--- src/rtl/tdc_meas_ctrl_if.sv ---
// ============================================================================
// tdc_meas_ctrl_if : result handshake between the TDC sequencer and output mux
// Revision: 1.0
// ============================================================================
`default_nettype none

interface tdc_meas_ctrl_if;
    logic [7:0] result;
    logic       valid;
    logic       ack;
    logic       busy;
    logic       overflow;
    logic       bubble;
    logic       timeout;

    modport master (
        output result, valid, busy, overflow, bubble, timeout,
        input  ack
    );

    modport slave (
        input  result, valid, busy, overflow, bubble, timeout,
        output ack
    );
endinterface

`default_nettype wire

--- src/rtl/tdc_meas_ctrl.sv ---
// ============================================================================
// tdc_meas_ctrl : arm / start / settle / capture / encode sequencer for the
//                 tapped-delay-line TDC. Optional 4-pass averaging: TDC_MEAS_AVG_EN.
// Revision: 1.0
// ============================================================================
`default_nettype none

module tdc_meas_ctrl #(
    parameter int N_DELAY        = 16,
    parameter int SETTLE_CYCLES  = 4,
    parameter int TIMEOUT_CYCLES = 255
) (
    input  wire                clk,
    input  wire                rst_n,
    input  wire                arm,
    input  wire                start_in,
    output logic               tdc_rst_n,
    output logic               tdc_start,
    output logic               tdc_sample,
    input  wire  [N_DELAY-1:0] taps,
    tdc_meas_ctrl_if.master    res_if
);

    localparam int          POP_W        = $clog2(N_DELAY + 1);
    localparam logic [15:0] SETTLE_LAST  = 16'(SETTLE_CYCLES - 1);
    localparam logic [15:0] TIMEOUT_LAST = 16'(TIMEOUT_CYCLES - 1);
    localparam logic [N_DELAY-1:0] TAP_ONE = {{(N_DELAY-1){1'b0}}, 1'b1};

    typedef enum logic [2:0] {
        ST_IDLE    = 3'd0,
        ST_ARMED   = 3'd1,
        ST_RUN     = 3'd2,
        ST_CAPTURE = 3'd3,
        ST_ENCODE  = 3'd4,
        ST_DONE    = 3'd5
`ifdef TDC_MEAS_AVG_EN
        , ST_GAP   = 3'd6
`endif
    } state_t;

    state_t             state_q, state_d;
    logic [15:0]        cnt_q, cnt_d;
    logic [N_DELAY-1:0] tap_q, tap_d;
    logic [7:0]         result_q, result_d;
    logic               overflow_q, overflow_d;
    logic               bubble_q, bubble_d;
    logic               timeout_q, timeout_d;
    logic               valid_q, valid_d;
    logic               busy_q, busy_d;
    logic               tdc_rst_n_q, tdc_rst_n_d;
    logic               tdc_start_q, tdc_start_d;
    logic               tdc_sample_q, tdc_sample_d;
    logic               sync1_q, sync2_q, sync3_q;
    logic               start_rise;

`ifdef TDC_MEAS_AVG_EN
    logic [1:0]         pass_q, pass_d;
    logic [9:0]         sum_q, sum_d;
    logic               ovf_acc_q, ovf_acc_d;
    logic               bub_acc_q, bub_acc_d;
`endif

    logic [POP_W-1:0]   pop_w;
    logic [N_DELAY-1:0] tap_inc_w;
    logic               full_w;
    logic               bub_w;

    function automatic logic [POP_W-1:0] popcount(input logic [N_DELAY-1:0] v);
        logic [POP_W-1:0] c;
        c = '0;
        for (int i = 0; i < N_DELAY; i++) begin
            c = c + POP_W'(v[i]);
        end
        return c;
    endfunction

    // A clean thermometer code is 0...01...1; adding one to it clears every set bit.
    assign pop_w     = popcount(tap_q);
    assign tap_inc_w = tap_q + TAP_ONE;
    assign full_w    = &tap_q;
    assign bub_w     = |(tap_q & tap_inc_w);

    assign start_rise = sync2_q & ~sync3_q;

    always_comb begin
        state_d    = state_q;
        cnt_d      = cnt_q;
        tap_d      = tap_q;
        result_d   = result_q;
        overflow_d = overflow_q;
        bubble_d   = bubble_q;
        timeout_d  = timeout_q;
`ifdef TDC_MEAS_AVG_EN
        pass_d     = pass_q;
        sum_d      = sum_q;
        ovf_acc_d  = ovf_acc_q;
        bub_acc_d  = bub_acc_q;
`endif

        case (state_q)
            ST_IDLE: begin
                if (arm) begin
                    state_d    = ST_ARMED;
                    cnt_d      = '0;
                    result_d   = '0;
                    overflow_d = 1'b0;
                    bubble_d   = 1'b0;
                    timeout_d  = 1'b0;
`ifdef TDC_MEAS_AVG_EN
                    pass_d     = '0;
                    sum_d      = '0;
                    ovf_acc_d  = 1'b0;
                    bub_acc_d  = 1'b0;
`endif
                end
            end
            ST_ARMED: begin
                // A start arriving on the expiry cycle takes priority over the abort.
                if (start_rise) begin
                    state_d = ST_RUN;
                    cnt_d   = '0;
                end else if (cnt_q == TIMEOUT_LAST) begin
                    state_d   = ST_DONE;
                    timeout_d = 1'b1;
                    result_d  = '0;
                end else begin
                    cnt_d = cnt_q + 16'd1;
                end
            end
            ST_RUN: begin
                if (cnt_q == SETTLE_LAST) begin
                    state_d = ST_CAPTURE;
                end else begin
                    cnt_d = cnt_q + 16'd1;
                end
            end
            ST_CAPTURE: begin
                tap_d   = taps;
                state_d = ST_ENCODE;
            end
            ST_ENCODE: begin
`ifdef TDC_MEAS_AVG_EN
                sum_d     = sum_q + 10'(pop_w);
                ovf_acc_d = ovf_acc_q | full_w;
                bub_acc_d = bub_acc_q | bub_w;
                if (pass_q == 2'd3) begin
                    state_d    = ST_DONE;
                    result_d   = sum_d[9:2];
                    overflow_d = ovf_acc_d;
                    bubble_d   = bub_acc_d;
                end else begin
                    state_d = ST_GAP;
                    pass_d  = pass_q + 2'd1;
                end
`else
                state_d    = ST_DONE;
                result_d   = 8'(pop_w);
                overflow_d = full_w;
                bubble_d   = bub_w;
`endif
            end
`ifdef TDC_MEAS_AVG_EN
            ST_GAP: begin
                state_d = ST_ARMED;
                cnt_d   = '0;
            end
`endif
            ST_DONE: begin
                if (res_if.ack) begin
                    state_d = ST_IDLE;
                end
            end
            default: begin
                state_d = ST_IDLE;
            end
        endcase

        // Strobes are decoded from the next state so they register with it.
        busy_d       = (state_d != ST_IDLE);
        valid_d      = (state_d == ST_DONE);
        tdc_sample_d = (state_d == ST_CAPTURE);
        tdc_start_d  = (state_d == ST_RUN) || (state_d == ST_CAPTURE) ||
                       (state_d == ST_ENCODE);
        tdc_rst_n_d  = (state_d != ST_IDLE);
`ifdef TDC_MEAS_AVG_EN
        if (state_d == ST_GAP) begin
            tdc_rst_n_d = 1'b0;
        end
`endif
    end

    always_ff @(posedge clk or negedge rst_n) begin
        if (!rst_n) begin
            state_q      <= ST_IDLE;
            cnt_q        <= '0;
            tap_q        <= '0;
            result_q     <= '0;
            overflow_q   <= 1'b0;
            bubble_q     <= 1'b0;
            timeout_q    <= 1'b0;
            valid_q      <= 1'b0;
            busy_q       <= 1'b0;
            tdc_rst_n_q  <= 1'b0;
            tdc_start_q  <= 1'b0;
            tdc_sample_q <= 1'b0;
            sync1_q      <= 1'b0;
            sync2_q      <= 1'b0;
            sync3_q      <= 1'b0;
        end else begin
            state_q      <= state_d;
            cnt_q        <= cnt_d;
            tap_q        <= tap_d;
            result_q     <= result_d;
            overflow_q   <= overflow_d;
            bubble_q     <= bubble_d;
            timeout_q    <= timeout_d;
            valid_q      <= valid_d;
            busy_q       <= busy_d;
            tdc_rst_n_q  <= tdc_rst_n_d;
            tdc_start_q  <= tdc_start_d;
            tdc_sample_q <= tdc_sample_d;
            sync1_q      <= start_in;
            sync2_q      <= sync1_q;
            sync3_q      <= sync2_q;
        end
    end

`ifdef TDC_MEAS_AVG_EN
    always_ff @(posedge clk or negedge rst_n) begin
        if (!rst_n) begin
            pass_q    <= '0;
            sum_q     <= '0;
            ovf_acc_q <= 1'b0;
            bub_acc_q <= 1'b0;
        end else begin
            pass_q    <= pass_d;
            sum_q     <= sum_d;
            ovf_acc_q <= ovf_acc_d;
            bub_acc_q <= bub_acc_d;
        end
    end
`endif

    assign tdc_rst_n       = tdc_rst_n_q;
    assign tdc_start       = tdc_start_q;
    assign tdc_sample      = tdc_sample_q;
    assign res_if.result   = result_q;
    assign res_if.valid    = valid_q;
    assign res_if.busy     = busy_q;
    assign res_if.overflow = overflow_q;
    assign res_if.bubble   = bubble_q;
    assign res_if.timeout  = timeout_q;

endmodule

`default_nettype wire

--- src/flat_wrapper.sv ---
// flat-port wrapper written by rule: the top's interface ports become plain ports
module tdc_meas_ctrl_flat 
#(
    parameter int N_DELAY        = 16,
    parameter int SETTLE_CYCLES  = 4,
    parameter int TIMEOUT_CYCLES = 255
)
  (clk, rst_n, arm, start_in, tdc_rst_n, tdc_start, tdc_sample, taps, res_if_result, res_if_valid, res_if_busy, res_if_overflow, res_if_bubble, res_if_timeout, res_if_ack);
  tdc_meas_ctrl_if res_if_i ();
  input  wire clk;
  input  wire rst_n;
  input  wire arm;
  input  wire start_in;
  output logic tdc_rst_n;
  output logic tdc_start;
  output logic tdc_sample;
  input  wire  [N_DELAY-1:0] taps;
  output wire logic [$bits(res_if_i.result)-1:0] res_if_result;
  output wire logic [$bits(res_if_i.valid)-1:0] res_if_valid;
  output wire logic [$bits(res_if_i.busy)-1:0] res_if_busy;
  output wire logic [$bits(res_if_i.overflow)-1:0] res_if_overflow;
  output wire logic [$bits(res_if_i.bubble)-1:0] res_if_bubble;
  output wire logic [$bits(res_if_i.timeout)-1:0] res_if_timeout;
  input wire logic [$bits(res_if_i.ack)-1:0] res_if_ack;
  assign res_if_result = res_if_i.result;
  assign res_if_valid = res_if_i.valid;
  assign res_if_busy = res_if_i.busy;
  assign res_if_overflow = res_if_i.overflow;
  assign res_if_bubble = res_if_i.bubble;
  assign res_if_timeout = res_if_i.timeout;
  assign res_if_i.ack = res_if_ack;
  tdc_meas_ctrl #(.N_DELAY(N_DELAY), .SETTLE_CYCLES(SETTLE_CYCLES), .TIMEOUT_CYCLES(TIMEOUT_CYCLES)) u_core (.clk(clk), .rst_n(rst_n), .arm(arm), .start_in(start_in), .tdc_rst_n(tdc_rst_n), .tdc_start(tdc_start), .tdc_sample(tdc_sample), .taps(taps), .res_if(res_if_i));
endmodule
--- config.mk ---
export PLATFORM = sky130hd
export DESIGN_NAME = tdc_meas_ctrl_flat
export DESIGN_NICKNAME = d
export VERILOG_FILES = /design/src/rtl/tdc_meas_ctrl_if.sv /design/src/rtl/tdc_meas_ctrl.sv /design/src/flat_wrapper.sv
export SDC_FILE = /design/constraint.sdc
export NUM_CORES = 1
export LEC_CHECK = 0
export CORE_ASPECT_RATIO = 0.5
export CORE_MARGIN = 2
export CORE_UTILIZATION = 40
export DETAILED_ROUTE_END_ITERATION = 6
export GPL_ROUTABILITY_DRIVEN = 0
export PLACE_DENSITY = 0.62
export RECOVER_POWER = 25
export SETUP_SLACK_MARGIN = 0.1
export SLEW_MARGIN = 30
export SYNTH_ARGS = -nofsm -noshare
export SYNTH_HDL_FRONTEND = slang
export SYNTH_SLANG_ARGS = --single-unit
--- constraint.sdc ---
create_clock -name clk -period 5.3 [get_ports clk]
set_input_delay 1.06 -clock clk [delete_from_list [all_inputs] [get_ports clk]]
set_output_delay 1.06 -clock clk [all_outputs]
set_load 0.05 [all_outputs]
==> impl_metrics.json, run 1 <==
{
  "cp.arrival_ns": 4.06,
  "hold_depth": 0,
  "fin_crit_ns": 3.880,
  "fin_tns_setup_ns": 0,
  "crit_type": "reg -> reg",
  "cts.htree.levels": 2,
  "required_ns": 5.48,
  "hold_class": "reg -> reg",
  "io_buffers": 33,
  "synth_edf_count": 0,
  "die_h_um": 64.33,
  "core-area_um2": 6858,
  "synthCells": 281,
  "synth_seq_area_share_pct": 42.97,
  "synth_ff_type": "dfrtp_1",
  "yosysTopAreaCellShare_pct": 42.97,
  "rsz0062_at_grt": "no",
  "clockBufferDepth": 2,
  "viasPerCell": 5.249,
  "post-cts-setup-buffer-count": 0,
  "cts_tree": "yes",
  "via_count": 2131,
  "status": "finished, violations left",
  "cp-start-kind": "register",
  "crit_path_max_fanout": 4,
  "hold_buffers": 0,
  "drt_iter0_drc": 114,
  "finalMaxSlewViolations": 51,
  "grt_pass1_wl_mm": 10.30,
  "first_global_vias": 2196,
  "netlist_area_um2": 2912,
  "violations": "capacitance limit, slew limit",
  "yosysMostFrequentCell": "dfrtp_1",
  "avgSynthCellArea_um2": 10.36,
  "antenna_found_initial": 0,
  "layout-drive-gt1-share_pct": 10.83,
  "skew_ns": 0.004144,
  "grt_max_degree": 51,
  "rows": 21,
  "clock-root-buffer": "clkbuf_16",
  "die_area_um2": 8019,
  "ys_types": 48,
  "max_freq_mhz": 257.7,
  "area_growth_syn_to_layout_pct": 18.65,
  "drc": 0,
  "synth_top_area_cell": "dfrtp_1",
  "wirelength_mm": 5.870,
  "antenna_cells": 0,
  "tightestPinTransition_ns": 2.625,
  "drtPass1Iterations": 4,
  "ys_async_sr_fraction_pct": 100.0,
  "grt_use_total_pct": 15.87,
  "fp.dieW_um": 124.7,
  "finalHoldViolations": 0,
  "reg2regPathDepth": 11,
  "cap_violations": 1,
  "ant_nets": 0,
  "relSlewSlack_pct": -75.02,
  "boundaryPins": 37,
  "synth_seq_cells": 50,
  "end_kind": "register",
  "numCtsBuffers": 5,
  "dp_hpwl_mm": 4.295,
  "insertion_delay_ns": 0.29,
  "path_clk_slew_ns": 0.07,
  "finalSetupViolCount": 0,
  "overflow": 0,
  "clock_sinks": 50,
  "timing.final.crit_share_pct": 73.21,
  "synth_warnings": 0,
  "final_nets": 353,
  "wire_per_inst_um": 14.46,
  "start_util_pct": 42.46,
  "synth.area.top_cells": "dfrtp_1 (43%), fa_1 (6.9%), mux2_2 (6.2%)",
  "cts_resized": 0,
  "yosys-top-cells-count": "dfrtp_1 (50), inv_1 (28), nor2_1 (22), mux2_2 (16), nand2_1 (16)"
}
-- cell usage in the layout, fill, tap and decap left out, types with 2 or more instances in the layout --
| cell type | count |
|---|---|
| nor4_1 | 5 |
| a21o_1 | 5 |
| clkinv_2 | 2 |
| o21a_1 | 4 |
| conb_1 | 3 |
| mux2_1 | 9 |
| and3_1 | 5 |
| clkdlybuf4s50_1 | 31 |
| ha_1 | 9 |
| a221oi_1 | 2 |
| o21ai_0 | 3 |
| fa_1 | 10 |
| nand4_1 | 13 |
| xor2_1 | 5 |
| a21oi_1 | 10 |
| clkbuf_16 | 5 |
| mux2_2 | 16 |
| nand2_1 | 16 |
| inv_1 | 28 |
| nor2b_1 | 11 |
| and2_1 | 2 |
| nor2_1 | 22 |
| nor3_1 | 2 |
| a22o_1 | 4 |
| a31oi_1 | 3 |
| o21ai_1 | 2 |
| nand3_1 | 9 |
| dfrtp_1 | 50 |
| nand2_2 | 2 |
| nand2b_1 | 3 |
| or3_1 | 3 |
-- path summary, 6_finish.rpt --
path	from	slack [ns]	endpoint
setup / recovery	u_core.tap_q[0]$_DFFE_PN0P_	1.42	u_core.res_if.result[4]$_DFFE_PN0P_
hold / removal	u_core.sync1_q$_DFF_PN0_	0.36	u_core.sync2_q$_DFF_PN0_
setup reg to reg	u_core.tap_q[0]$_DFFE_PN0P_	1.42	u_core.res_if.result[4]$_DFFE_PN0P_
hold reg to reg	u_core.sync1_q$_DFF_PN0_	0.36	u_core.sync2_q$_DFF_PN0_
max in group asynchronous	rst_n	2.23	u_core.tdc_start$_DFF_PN0_
min in group asynchronous	rst_n	1.59	u_core.tap_q[13]$_DFFE_PN0P_
-- stage by stage --
step / util (%) / instance area [um^2] / setup WS [ns] / instances / hold slack, ns
after floorplan: - / 2919 / 1.564 / 283 / 0.3312
after global placement: 47.98 / 3291 / 1.491 / 398 / 0.3383
after detailed placement: 48.02 / 3293 / 1.430 / 398 / 0.3420
after CTS: 50.43 / 3458 / 1.403 / 406 / 0.3581
after global routing: 50.37 / 3455 / 1.229 / 406 / 0.3709
final: 50.37 / 3455 / 1.420 / 406 / 0.3553
-- critical path, stage by stage (launching register included) --
cell and delay, ns:
dfrtp_1 0.39, inv_1 0.06, ha_1 0.30, fa_1 0.46, fa_1 0.55, fa_1 0.44
fa_1 0.51, fa_1 0.16, inv_1 0.06, fa_1 0.41, a21o_1 0.19, a32o_1 0.24
-- per-layer routing --
layer	track usage [%]	part of all wire [%]
met1	20.29	46
met2	27.32	50
met3	3.015	2.8
met4	5.618	1.4
met5	0	0
-- cells by family after synthesis --
group / after synthesis / synth area share (%)
compound gates: 41 / 9.970
xor+xnor: 6 / 1.805
fa+ha+maj: 19 / 10.74
buf+inv: 38 / 5.973
flops: 50 / 42.97
mux: 25 / 9.669
other cells: 1 / 0.1288
simple gates: 101 / 18.74
-- registers in the layout, indices dropped and copies added, names as in the netlist, 3 cells and up --
signal                flops
u_core.cnt_q             16
u_core.res_if.result      5
u_core.state_q            3
u_core.tap_q             16
-- final cells by class --
class	instances	area [um^2]
clock buffer	5	125.1
timing repair buffer	33	324.1
multi-input combinational	195	1494
tap	92	115.1
sequential	50	1251
inverter	28	105.1
clock inverter	3	40.04
fill	620	3403
Power of run 1 is left out: the tool's default activity adds up to more than one toggle a clock period on the data nets, which glitch-free logic cannot reach.
==> run 2: changes to the inputs <==
Settings changed: PLACE_DENSITY 0.62 to 0.64.
Clock period 5.3 ns to 3.1 ns, I/O delays scaled along.
==> run 2 against run 1 <==
The flow finishes with violations (setup timing). Sequential share of layout area shrank 1.5 points. Fmax is 3.6% higher. Critical path depth unchanged. Clock-buffer cell count rose by 2. First-iteration DRC count shrank 4.4%. Core utilization is 2.2 points higher. Via count rose by 2.6%. Global-route usage barely moved. Critical endpoint unchanged. Largest cell class unchanged. Highest routed layer unchanged.
==> impl_metrics.json, run 2 (same netlist as run 1, synthesis figures left out) <==
{
  "hold_class": "reg -> reg",
  "fin_crit_ns": 3.747,
  "violations": "setup timing",
  "r2r_slack_ns": -0.65,
  "status": "finished, violations left",
  "hold_buffers": 0,
  "cts_resized": 0,
  "tightestPinTransition_ns": 1.230,
  "grt_max_degree": 51,
  "area_growth_syn_to_layout_pct": 23.81,
  "die_area_um2": 8019,
  "insertion_delay_ns": 0.29,
  "finalWorstSetupSlack_ns": -0.6470,
  "numCtsBuffers": 5,
  "finalHoldViolations": 0,
  "rows": 21,
  "path_clk_slew_ns": 0.06,
  "required_ns": 3.28,
  "timing.final.crit_share_pct": 120.9,
  "multi_input_area_um2": 1503,
  "cap_violations": 0,
  "grt_use_total_pct": 15.90,
  "drt_iter0_drc": 109,
  "cp-start-kind": "register",
  "boundaryPins": 37,
  "crit_path_max_fanout": 2,
  "cts_tree": "yes",
  "io_buffers": 33,
  "antenna_found_initial": 0,
  "ant_nets": 0,
  "layout-drive-gt1-share_pct": 16.82,
  "grt_pass1_wl_mm": 10.10,
  "antenna_cells": 0,
  "pre_cts_slack_ns": -0.6225,
  "relSlewSlack_pct": 18.02,
  "drtPass1Iterations": 4,
  "crit_type": "reg -> reg",
  "wire_per_inst_um": 13.92,
  "register_area_um2": 1251,
  "finalMaxSlewViolations": 0,
  "path_buf_inv": 2,
  "max_freq_mhz": 266.9,
  "final_area_um2": 3605,
  "cts.htree.levels": 2,
  "clockBufferDepth": 2,
  "final_common_cell": "dfrtp_1",
  "path_delay_family": "adder cells",
  "slowest_stage": "fa_1",
  "viasPerCell": 5.146,
  "dp_hpwl_mm": 4.468,
  "cp_common_cell": "fa_1",
  "cpPeakStageDelay_ns": 0.53,
  "core-area_um2": 6858,
  "cp.arrival_ns": 3.92,
  "placed_area_um2": 3422,
  "start_util_pct": 42.46,
  "most-common-layout-cells": "dfrtp_1 (50), clkdlybuf4s50_1 (31), inv_1 (27)",
  "end_kind": "register",
  "skew_ns": 0.004249,
  "first_global_vias": 2162,
  "die_h_um": 64.33,
  "finalSetupViolCount": 5,
  "fin_tns_setup_ns": -2.719,
  "wirelength_mm": 5.918,
  "crit_path_cell_trace": "inv_1 > ha_1 > fa_1 > fa_1 > fa_1 > fa_1 > fa_2 > inv_2 > fa_2 > a21o_1 > a32o_1",
  "clock-root-buffer": "clkbuf_16",
  "via_count": 2187,
  "fp.dieW_um": 124.7,
  "drc": 0,
  "final_nets": 372,
  "clock_sinks": 50,
  "overflow": 0,
  "rsz0062_at_grt": "yes",
  "fillCellCount": 616
}
[run 2: cell types whose count changed in the layout (fill, tap and decap cells not counted), sizes merged]
| cell | previous run | this run |
|---|---|---|
| buf | 0 | 19 |
| clkbuf | 6 | 8 |
| clkinv | 2 | 0 |
[run 2: repair_timing]
item	in CTS	in global routing
cloned	0	0
pin swaps	2	1
endpoints found under the setup margin	5	5
buffers inserted	2	1
[run 2: path summary, 6_finish.rpt]
check	start	endpoint	cells after the start
worst max-delay path	u_core.tap_q[0]$_DFFE_PN0P_	u_core.res_if.result[4]$_DFFE_PN0P_	11
worst min-delay path	u_core.sync1_q$_DFF_PN0_	u_core.sync2_q$_DFF_PN0_	0
worst max register to register	u_core.tap_q[0]$_DFFE_PN0P_	u_core.res_if.result[4]$_DFFE_PN0P_	11
worst min register to register	u_core.sync1_q$_DFF_PN0_	u_core.sync2_q$_DFF_PN0_	0
max in group asynchronous	rst_n	u_core.res_if.result[2]$_DFFE_PN0P_	1
min in group asynchronous	rst_n	u_core.res_if.result[4]$_DFFE_PN0P_	1
[run 2: worst register-to-register path, stage by stage, from the launching register on]
cell and delay [ns]:
dfrtp_1 0.35, inv_1 0.05, ha_1 0.30, fa_1 0.46, fa_1 0.51, fa_1 0.42
fa_1 0.53, fa_2 0.20, inv_2 0.04, fa_2 0.34, a21o_1 0.18, a32o_1 0.25
[run 2: through the flow]
step | cells | utilization [%] | hold WS [ns]
floorplan | 283 | - | 0.3244
global placement | 414 | 49.86 | 0.3370
detailed placement | 414 | 49.90 | 0.3370
CTS | 424 | 52.49 | 0.3621
global route | 425 | 52.56 | 0.3702
finish | 425 | 52.56 | 0.3597
[run 2: final cells by class]
class	count	area share, %
flip-flops and latches	50	34.71
well taps	92	3.193
clock inverters	1	0.8330
clock buffers	7	3.679
multi-input cells	195	41.69
repair buffers	52	12.98
inverters	28	2.916
[run 2: layer usage]
layer  GRT usage (%)  share of wire [%]  vias up
met5               0                  0        -
met1           19.67                 46     1071
met4           6.180                1.3        0
li1                -                  -     1073
met3           3.350                2.7        7
met2           27.66                 50       36
Power of run 2 is left out for the same reason.
